<file path="src/rtl/lb_seq_pkg.sv">
// Shared types and constants for the local-bus sequence player.
package lb_seq_pkg;

    typedef enum logic [2:0] {
        IDLE,
        FETCH,
        WRITE,
        STALL,
        READ,
        DRAIN,
        DONE
    } state_t;

    localparam int STALL_ADDR_DEFAULT = 555;

endpackage

</file>
<file path="src/rtl/lb_read_align.sv">
// Delays the {valid,index,last} tag of each lb_read so it lines up with lb_out.
module lb_read_align #(
    parameter int LEN_W     = 11,
    parameter int READ_PIPE = 2
) (
    input  logic             lb_clk,
    input  logic             lb_rst_n,
    input  logic             in_valid,
    input  logic [LEN_W-1:0] in_index,
    input  logic             in_last,
    output logic             out_valid,
    output logic [LEN_W-1:0] out_index,
    output logic             out_last
);

    typedef struct packed {
        logic             valid;
        logic [LEN_W-1:0] index;
        logic             last;
    } beat_t;

    beat_t pipe [READ_PIPE];

    always_ff @(posedge lb_clk or negedge lb_rst_n) begin
        if (!lb_rst_n) begin
            // NOTE: every stage is reset, not just the valid bit, so beats in flight at reset can never emerge afterwards.
            for (int i = 0; i < READ_PIPE; i++) begin
                pipe[i] <= '0;
            end
        end else begin
            pipe[0] <= '{valid: in_valid, index: in_index, last: in_last};
            for (int i = 1; i < READ_PIPE; i++) begin
                pipe[i] <= pipe[i-1];
            end
        end
    end

    assign out_valid = pipe[READ_PIPE-1].valid;
    assign out_index = pipe[READ_PIPE-1].index;
    assign out_last  = pipe[READ_PIPE-1].last;

endmodule

</file>
<file path="src/rtl/lb_seq_player.sv">
// Replays a stored (addr,data) write list onto the local bus, then bursts a
// block of reads and streams the returned words out as an indexed sequence.
module lb_seq_player
    import lb_seq_pkg::*;
#(
    parameter int AW         = 17,
    parameter int DW         = 32,
    parameter int PROG_AW    = 8,
    parameter int LEN_W      = 11,
    parameter int SPACING    = 3,
    parameter int READ_PIPE  = 2,
    parameter int STALL_ADDR = STALL_ADDR_DEFAULT
) (
    input  logic               lb_clk,
    input  logic               lb_rst_n,
    input  logic               start,
    input  logic [AW-1:0]      rd_base,
    input  logic [LEN_W-1:0]   rd_len,
    output logic [PROG_AW-1:0] prog_addr,
    input  logic               prog_valid,
    input  logic [AW-1:0]      prog_ca,
    input  logic [DW-1:0]      prog_cd,
    output logic [AW-1:0]      lb_addr,
    output logic [DW-1:0]      lb_data,
    output logic               lb_write,
    output logic               lb_read,
    input  logic [DW-1:0]      lb_out,
    output logic [DW-1:0]      rd_data,
    output logic               rd_valid,
    output logic [LEN_W-1:0]   rd_index,
    output logic               rd_last,
    output logic               busy,
    output logic               done
);

    // Cycles left in a slot after the fetch and decode cycles, minus one.
    localparam logic [DW-1:0] TAIL_LOAD = (SPACING > 2) ? DW'(SPACING - 3) : '0;

    state_t             state, state_d;
    logic               fetch_ph, fetch_ph_d;
    logic [DW-1:0]      cnt, cnt_d;
    logic [PROG_AW-1:0] ptr, ptr_d;
    logic               mem_end, mem_end_d;
    logic               ending, ending_d;
    logic [AW-1:0]      base_q, base_d;
    logic [LEN_W-1:0]   len_q, len_d;
    logic [LEN_W-1:0]   idx, idx_d;
    logic               go_tail, tail_done;
    logic               idx_last;
    logic               al_valid, al_last;
    logic [LEN_W-1:0]   al_index;

    assign idx_last = (idx == len_q - LEN_W'(1));

    always_ff @(posedge lb_clk or negedge lb_rst_n) begin
        if (!lb_rst_n) begin
            state    <= IDLE;
            fetch_ph <= 1'b0;
            cnt      <= '0;
            ptr      <= '0;
            mem_end  <= 1'b0;
            ending   <= 1'b0;
            base_q   <= '0;
            len_q    <= '0;
            idx      <= '0;
        end else begin
            // NOTE: state registers use <= so every flop samples the pre-edge values of its peers.
            state    <= state_d;
            fetch_ph <= fetch_ph_d;
            cnt      <= cnt_d;
            ptr      <= ptr_d;
            mem_end  <= mem_end_d;
            ending   <= ending_d;
            base_q   <= base_d;
            len_q    <= len_d;
            idx      <= idx_d;
        end
    end

    always_comb begin
        // NOTE: every variable gets a default before the case so no path leaves one unassigned (no latches).
        state_d    = state;
        fetch_ph_d = fetch_ph;
        cnt_d      = cnt;
        ptr_d      = ptr;
        mem_end_d  = mem_end;
        ending_d   = ending;
        base_d     = base_q;
        len_d      = len_q;
        idx_d      = idx;
        go_tail    = 1'b0;
        tail_done  = 1'b0;
        lb_write   = 1'b0;
        lb_read    = 1'b0;
        lb_addr    = '0;
        lb_data    = '0;

        unique case (state)
            IDLE: begin
                if (start) begin
                    state_d    = FETCH;
                    fetch_ph_d = 1'b0;
                    ptr_d      = '0;
                    mem_end_d  = 1'b0;
                    ending_d   = 1'b0;
                    base_d     = rd_base;
                    len_d      = rd_len;
                    idx_d      = '0;
                end
            end
            // Phase 0 presents prog_addr; phase 1 sees the RAM word and decodes it.
            FETCH: begin
                fetch_ph_d = ~fetch_ph;
                if (fetch_ph) begin
                    if (!prog_valid || mem_end) begin
                        ending_d = 1'b1;
                        go_tail  = 1'b1;
                    end else begin
                        if (ptr == '1) mem_end_d = 1'b1;
                        else           ptr_d     = ptr + PROG_AW'(1);
                        if (prog_ca == AW'(STALL_ADDR)) begin
                            if (prog_cd != '0) begin
                                state_d = STALL;
                                cnt_d   = prog_cd - DW'(1);
                            end else begin
                                go_tail = 1'b1;
                            end
                        end else begin
                            lb_write = 1'b1;
                            lb_addr  = prog_ca;
                            lb_data  = prog_cd;
                            go_tail  = 1'b1;
                        end
                    end
                end
            end
            STALL: begin
                if (cnt == '0) go_tail = 1'b1;
                else           cnt_d   = cnt - DW'(1);
            end
            // WRITE is the fixed slot tail shared by writes, stalls and the end slot.
            WRITE: begin
                if (cnt == '0) tail_done = 1'b1;
                else           cnt_d     = cnt - DW'(1);
            end
            READ: begin
                lb_read = 1'b1;
                lb_addr = base_q + AW'(idx);
                if (idx_last) state_d = DRAIN;
                else          idx_d   = idx + LEN_W'(1);
            end
            DRAIN: begin
                if (al_valid && al_last) state_d = DONE;
            end
            DONE: begin
                state_d = IDLE;
            end
            default: begin
                state_d = IDLE;
            end
        endcase

        if (go_tail && SPACING > 2) begin
            state_d = WRITE;
            cnt_d   = TAIL_LOAD;
        end else if (go_tail || tail_done) begin
            if (!ending_d)         state_d = FETCH;
            else if (len_q != '0)  state_d = READ;
            else                   state_d = DONE;
        end
    end

    lb_read_align #(
        .LEN_W     (LEN_W),
        .READ_PIPE (READ_PIPE)
    ) u_align (
        .lb_clk    (lb_clk),
        .lb_rst_n  (lb_rst_n),
        .in_valid  (lb_read),
        .in_index  (lb_read ? idx : '0),
        .in_last   (lb_read && idx_last),
        .out_valid (al_valid),
        .out_index (al_index),
        .out_last  (al_last)
    );

    assign prog_addr = ptr;
    assign rd_valid  = al_valid;
    assign rd_index  = al_index;
    assign rd_last   = al_last;
    assign rd_data   = al_valid ? lb_out : '0;
    assign busy      = (state != IDLE) && (state != DONE);
    assign done      = (state == DONE);

endmodule

</file>
<file path="config.mk">
export PLATFORM = sky130hd
export DESIGN_NAME = lb_seq_player
export DESIGN_NICKNAME = d
export VERILOG_FILES = /design/src/rtl/lb_seq_pkg.sv /design/src/rtl/lb_read_align.sv /design/src/rtl/lb_seq_player.sv
export SDC_FILE = /design/constraint.sdc
export NUM_CORES = 1
export LEC_CHECK = 0
export BUFFER_PORTS_ARGS = -buffer_cell sky130_fd_sc_hd__buf_2
export CORE_MARGIN = 5
export CORE_UTILIZATION = 53
export CTS_CLUSTER_DIAMETER = 60
export DETAILED_ROUTE_END_ITERATION = 6
export GPL_ROUTABILITY_DRIVEN = 0
export MAX_ROUTING_LAYER = met4
export PLACE_DENSITY = 0.86
export REMOVE_ABC_BUFFERS = 1
export SYNTH_ARGS = -nofsm -noshare
export SYNTH_HDL_FRONTEND = slang
export SYNTH_SLANG_ARGS = --single-unit
export TNS_END_PERCENT = 20
</file>
<file path="constraint.sdc">
create_clock -name lb_clk -period 5.4 [get_ports lb_clk]
set_input_delay 0.27 -clock lb_clk [delete_from_list [all_inputs] [get_ports lb_clk]]
set_output_delay 0.27 -clock lb_clk [all_outputs]
set_load 0.01 [all_outputs]
</file>
==> results of run 1 <==
synth_stat cells, types with 3 or more instances:
master | number | area (sq um)
and3_1 | 8 | 50.1
o21ai_0 | 81 | 405
or3_1 | 11 | 68.8
nand4_1 | 17 | 106
buf_2 | 3 | 15.0
a31oi_1 | 5 | 31.3
or4b_1 | 3 | 30.0
a22oi_1 | 12 | 90.1
a32o_1 | 3 | 30.0
nor4_1 | 14 | 87.6
mux2_2 | 4 | 45.0
o21a_1 | 5 | 37.5
o211ai_1 | 11 | 82.6
nor2_1 | 82 | 308
nor2b_1 | 7 | 43.8
nor4b_1 | 5 | 43.8
nand2_1 | 154 | 578
o21bai_1 | 4 | 30.0
mux2i_1 | 12 | 120
a22o_1 | 10 | 87.6
o31ai_1 | 6 | 45.0
xnor2_1 | 29 | 254
nand3_1 | 16 | 80.1
and4_1 | 3 | 26.3
inv_1 | 15 | 56.3
and2_1 | 81 | 507
a21oi_1 | 30 | 150
clkbuf_1 | 40 | 150
o21ai_1 | 5 | 25.0
dfrtp_1 | 111 | 2780
buf_4 | 12 | 90.1
nand2b_1 | 8 | 50.1
ha_1 | 15 | 188
a21o_1 | 5 | 37.5
or4_1 | 8 | 60.1
nor3_1 | 32 | 160
xor2_1 | 27 | 236
worst max-delay path by stage:
| stage | start | endpoint | slack (ns) |
|---|---|---|---|
| finish | state[2]$_DFFE_PN0P_ | cnt[14]$_DFFE_PN0P_ | 1.51 |
| global route | state[2]$_DFFE_PN0P_ | cnt[14]$_DFFE_PN0P_ | 1.25 |
| CTS | state[2]$_DFFE_PN0P_ | cnt[14]$_DFFE_PN0P_ | 1.52 |
| detailed placement | state[2]$_DFFE_PN0P_ | cnt[14]$_DFFE_PN0P_ | 1.53 |
| global placement | state[2]$_DFFE_PN0P_ | cnt[14]$_DFFE_PN0P_ | 1.72 |
| floorplan | state[2]$_DFFE_PN0P_ | cnt[14]$_DFFE_PN0P_ | 0.92 |
sequential cells by signal, indices dropped and copies added (netlist names):
name	flops
cnt	32
base_q	17
u_align.pipe	13
idx	11
len_q	11
u_align.out_index	11
prog_addr	8
state	3
ending	1
fetch_ph	1
mem_end	1
u_align.out_last	1
u_align.out_valid	1
final cells by class:
type,count,area (sq um),area share (%)
Antenna cell,1,2.50,0.0280
Multi-Input combinational cell,747,4440,49.7
Sequential cell,111,2780,31.1
Clock buffer,10,239,2.68
Clock inverter,5,42.5,0.476
Inverter,16,60.1,0.672
Timing Repair Buffer,225,1150,12.8
Tap cell,180,225,2.52
power groups by stage:
stage               clock network (mW)  registers, mW  logic [mW]
floorplan                            0           1.24        1.14
global placement                     0           1.29        1.53
detailed placement                   0           1.30        1.58
CTS                              0.650           1.29        1.59
global route                     0.680           1.33        1.79
finish                           0.639           1.30        1.60
kinds of logic (layout without fill, tap and decap cells):
group	after synthesis	count (layout)	synth area share [%]
flip-flops	111	111	36.8
AO/OA/AOI/OAI	196	196	16.3
buffers and inverters	74	256	4.52
other	0	1	0
multiplexers	16	16	2.19
adder cells (fa/ha/maj)	16	16	2.75
AND/OR/NAND/NOR	463	463	30.9
XOR/XNOR	56	56	6.50
per-stage QoR:
step | util, % | cells | hold slack, ns | setup slack [ns]
2_1_floorplan | - | 874 | -0.0256 | 0.920
3_3_place_gp | 62.1 | 1279 | 0.331 | 1.72
3_5_place_dp | 62.1 | 1279 | 0.335 | 1.53
4_1_cts | 64.1 | 1294 | 0.0805 | 1.52
5_1_grt | 64.1 | 1294 | 0.0964 | 1.25
6_report | 64.1 | 1295 | 0.0112 | 1.51
per-layer routing:
metal,routed length (um),up-vias
li1,-,3602
met1,8660,3522
met2,10100,371
met3,2010,47
met4,488,0
met5,0,-
critical path: stages (launching register included):
cell       delay [ns]
dfrtp_1          0.54
nand2b_2         0.53
mux2i_1          0.34
ha_1             0.25
o211ai_1         0.11
or2_1            0.30
or4b_1           0.81
a2111oi_4        0.47
xor2_1           0.11
a22oi_1          0.22
o21ai_2          0.07
==> results.cfg, run 1 <==
[floorplanning]
dieArea_sq_um = 16700
die_x_um = 129
die_h_um = 129
io-pin-count = 219
rows = 43
start_util_pct = 54.2
core_sq_um = 13900

[routing]
post-route-drc-count = 0
viasPerCell = 5.82
wl_per_cell_um = 16.4
initialDrtViolationCount = 783
antenna_left = 0
vias = 7542
wl_um = 21300
firstDrtPassIters = 7

[finish]
final_cell_area_sq_um = 8930
final_nets = 1239
area_growth_pct = 18.3
fillers = 1189
layout-drive-gt1-share_pct = 23.2
most-common-layout-cells = buf_2, nand2_1, dfrtp_1
final_common_cell = buf_2

[clock_tree]
post_cts_resized = 0
cts_sinks = 111
cts_tree = done
cts.reportedPaths.clkPinSlew_ns = 0.08
cts_htree_levels = 3
clk-insertion-delay-late_ns = 0.36
cts_made_buffers = 9
ctsHoldBuffers = 0
cts_buffer_depth = 2
clk_root_buffer_cell = clkbuf_16
post_cts.repair.setup_buffers = 0

[grt]
busiest_layer = met2
grt_use_met1_pct = 33.2
antenna_found_initial = 0
first_global_vias = 6879
grt_pass1_wl_um = 33800
grtUsageMet3_pct = 4.70
grt-ovfl-total = 0
grtUsageMet2_pct = 41.6
grt_max_degree = 75
track_usage_pct = 25.8

[logic_synthesis]
synthCells = 932
yosysUniqueCellTypes = 67
yosys_warnings = 0
ys_ff_latch = 111
ys_seq_area_share_pct = 36.8
synth_edf_count = 0
yosys_most_used_dff = dfrtp_1
async_flop_share_pct = 100
netlist_area_sq_um = 7550
syn_area_per_cell_sq_um = 8.10

[pwr]
max-vdd-ir-drop_v = 0.000318
switching_power_mw = 1.55
combPwrFrac_pct = 45.2
clkPwrFrac_pct = 18.1
total_power_mw = 3.54
seqPwrFrac_pct = 36.7
p_sw_share_pct = 43.6
power.leakage_nw = 4.47
internal-power_mw = 2.00
cellPowerDensity_nw_per_um2 = 397

[sta]
setup_viol = 0
clock.fmax_ghz = 0.257
min_period_ns = 3.89
finalHoldViolCount = 0
fin_skew_ns = 0.0110
worst_slew_pin_slew_ns = 1.05
fin_crit_sh_pct = 72.1
slew_headroom_pct = 29.5
setup_tns_ns = 0
rsz0062_at_grt = no
finalMaxSlewViolations = 0

[critical_path]
cp_data_required_time_ns = 5.62
worstSetupPathType = flip-flop to flip-flop
r2r_end = cnt[14]$_DFFE_PN0P_
r2r_slack_ns = 1.51
crit_fanout = 21
reg2regPathDepth = 10
start_kind = flip-flop
reg2reg_from = state[2]$_DFFE_PN0P_
arrival_ns = 4.11
end_kind = flip-flop

[outcome]
status = completed

[min_path]
hold_class = primary input to asynchronous set/reset pin

[placement]
hpwl_um = 15700
io_buffers = 218
dpl_cell_area_sq_um = 8650

[run]
drv_cap = 0
Power figures use the tool's default switching activity.
==> inputs of run 2 (changes only) <==
--- a/config.mk
+++ b/config.mk
@@ -5,14 +5,15 @@
 export SDC_FILE = /design/constraint.sdc
 export NUM_CORES = 1
 export LEC_CHECK = 0
+export ABC_AREA = 1
 export BUFFER_PORTS_ARGS = -buffer_cell sky130_fd_sc_hd__buf_2
 export CORE_MARGIN = 5
-export CORE_UTILIZATION = 53
+export CORE_UTILIZATION = 48
 export CTS_CLUSTER_DIAMETER = 60
 export DETAILED_ROUTE_END_ITERATION = 6
 export GPL_ROUTABILITY_DRIVEN = 0
 export MAX_ROUTING_LAYER = met4
-export PLACE_DENSITY = 0.86
+export PLACE_DENSITY = 0.82
 export REMOVE_ABC_BUFFERS = 1
 export SYNTH_ARGS = -nofsm -noshare
 export SYNTH_HDL_FRONTEND = slang
==> constraint.sdc (replaced) <==
create_clock -name lb_clk -period 3.3 [get_ports lb_clk]
set_input_delay 0.165 -clock lb_clk [delete_from_list [all_inputs] [get_ports lb_clk]]
set_output_delay 0.165 -clock lb_clk [all_outputs]
set_load 0.01 [all_outputs]
==> run 2 against run 1 <==
Net effect: critical path depth increased by 1; via count increased by 8.6%; sequential cell count unchanged; final cell count increased by 25%; first-iteration DRC count decreased by 19%; sequential power increased by 65%; routed wire length increased by 6.4%; critical endpoint is now lb_addr[10]; largest cell class unchanged.
==> results.cfg, run 2 <==
[critical_path]
cp_data_required_time_ns = 3.13
worstSetupPathType = flip-flop to output pin
reg2regPathDepth = 13
start_kind = flip-flop
crit_path_start = idx[0]$_DFFE_PN0P_
crit_fanout = 10
cp-endpoint = lb_addr[10]
reg2reg_from = state[2]$_DFFE_PN0P_
r2r_slack_ns = 0.74
arrival_ns = 2.77
r2r_end = cnt[26]$_DFFE_PN0P_
end_kind = output pin

[logic_synthesis]
yosysMostFrequentCell = nand2_1
async_flop_share_pct = 100
syn_area_per_cell_sq_um = 6.65
synthCells = 1186
netlist_area_sq_um = 7890
yosysTopAreaCell = dfrtp_1
ys_ff_latch = 111
ys_seq_area_share_pct = 35.2
synth_common_cells = nand2_1, inv_1, nor2_1, dfrtp_1, nand3_1
synthTopCellsByArea = dfrtp_1, nand2_1, inv_1
yosys_warnings = 0
yosys_most_used_dff = dfrtp_1
synth_top_area_share_pct = 35.2
synth_edf_count = 0
yosysUniqueCellTypes = 50

[routing]
initialDrtViolationCount = 632
firstDrtPassIters = 5
wl_per_cell_um = 14.0
antenna_left = 0
viasPerCell = 5.07
vias = 8194
wl_um = 22600
post-route-drc-count = 0

[clock_tree]
cts_made_buffers = 9
cts_sinks = 111
cts.reportedPaths.clkPinSlew_ns = 0.08
clk_root_buffer_cell = clkbuf_16
cts_buffer_depth = 2
clk-insertion-delay-late_ns = 0.37
cts_tree = done
cts_htree_levels = 3

[run]
drv_cap = 0

[grt]
antenna_found_initial = 0
grt_pass1_wl_um = 38100
grt-ovfl-total = 0
grt_max_degree = 61
first_global_vias = 7984
track_usage_pct = 24.3

[finish]
multi_input_area_sq_um = 4150
final_common_cell = nand2_1
area_growth_pct = 20.7
largestRegisters = cnt (32), base_q (17), u_align.pipe (13)
final_nets = 1523
fillers = 1488
diodes = 0
seq_area_sq_um = 2780
most-common-layout-cells = nand2_1, buf_2, inv_1
largest_reg_flops = 32
stdcell_count = 1615
largest_register = cnt
layout-drive-gt1-share_pct = 21.2

[sta]
fin_crit_sh_pct = 88.8
rsz0062_at_grt = no
finalMaxSlewViolations = 0
setup_viol = 0
worst_slew_pin_slew_ns = 0.985
finalHoldViolCount = 0
min_period_ns = 2.93
clock.fmax_ghz = 0.341
fin_skew_ns = 0.0108
slew_headroom_pct = 34.3
setup_tns_ns = 0

[floorplanning]
dieArea_sq_um = 19100
io-pin-count = 219
rows = 46
die_h_um = 138
die_x_um = 138
start_util_pct = 49.3
core_sq_um = 16000

[pwr]
power.leakage_nw = 5.34
max-vdd-ir-drop_v = 0.000435
cellPowerDensity_nw_per_um2 = 733

[min_path]
hold_class = primary input to flip-flop

[placement]
hpwl_um = 17300
dpl.cell_count = 1580
io_buffers = 218

[outcome]
status = completed
[run 2: changes by cell type after synthesis, sizes merged, moves of 11 or more]
cell	previous run	this run
mux2i	12	0
or3	11	0
a22oi	12	1
inv	15	183
nand2	154	366
nand3	16	68
nand4	17	28
o22ai	1	16
clkbuf	40	22
nor2	83	150
nor4	17	2
and2	81	2
xnor2	29	10
[run 2: critical path: stages, from the launching register on]
cell	delay, ns
dfrtp_1	0.49
ha_1	0.26
fa_1	0.40
nand3_1	0.11
nand2_1	0.11
a21boi_0	0.34
nor2_1	0.07
o21ai_0	0.19
or2_2	0.14
nand3_1	0.05
o21ai_0	0.08
buf_2	0.16
[run 2: worst min-delay path by stage]
stage | depth (start not counted) | from | slack (ns) | endpoint
2_1_floorplan | 0 | lb_rst_n | -0.13 | base_q[0]$_DFFE_PN0P_
3_3_place_gp | 1 | lb_rst_n | 0.24 | u_align.pipe[21]$_DFF_PN0_
3_5_place_dp | 1 | lb_rst_n | 0.25 | u_align.pipe[21]$_DFF_PN0_
4_1_cts | 3 | rd_base[2] | 0.0004 | base_q[2]$_DFFE_PN0P_
5_1_grt | 3 | rd_base[16] | 0.02 | base_q[16]$_DFFE_PN0P_
6_report | 3 | rd_base[12] | 0.008 | base_q[12]$_DFFE_PN0P_
[run 2: kinds of logic after synthesis]
kind of cell / after synthesis / synth area share, %
compound gates: 147 / 11.2
xor+xnor: 30 / 3.33
fa+ha+maj: 16 / 2.63
buf+inv: 230 / 12.3
flops: 111 / 35.2
simple gates: 652 / 35.3
[run 2: what timing repair did]
| action | in CTS | in global routing |
|---|---|---|
| hold buffers | 19 | 0 |
| endpoints found under the hold margin | 69 | 0 |
| gates resized for setup | 0 | 0 |
| setup buffers | 0 | 0 |
[run 2: power by group]
group | leakage [nW] | total (mW) | internal, mW | switching (mW)
clock | 0.140 | 1.10 | 0.536 | 0.567
sequential | 1.45 | 2.14 | 1.78 | 0.359
combinational | 3.75 | 3.73 | 1.22 | 2.51
total | 5.34 | 6.98 | 3.54 | 3.44
[run 2: area by class of cell]
type                            count  share of cell area, %
Tap cell                          216                   2.84
Multi-Input combinational cell    845                   43.6
Inverter                          184                   7.26
Clock inverter                      6                  0.670
Clock buffer                       10                   2.41
Sequential cell                   111                   29.2
Timing Repair Buffer              243                   14.1
[run 2: layer usage]
layer	GRT usage [%]	up-vias	share of wire, %
met2	41.2	324	49
met3	5.14	50	6.5
met5	-	-	0
li1	-	4142	-
met1	29.5	3678	42
met4	6.29	0	1.9
[run 2: through the flow]
stage	hold WS, ns	setup WS [ns]	total power, mW	cell area (sq um)	util [%]
global placement	0.238	0.800	5.71	9040	56.5
finish	0.00826	0.369	6.98	9520	59.5
CTS	0.000441	0.364	6.97	9520	59.5
global route	0.0174	0.130	7.61	9520	59.5
detailed placement	0.253	0.781	5.81	9040	56.5
floorplan	-0.131	0.453	4.78	7600	-
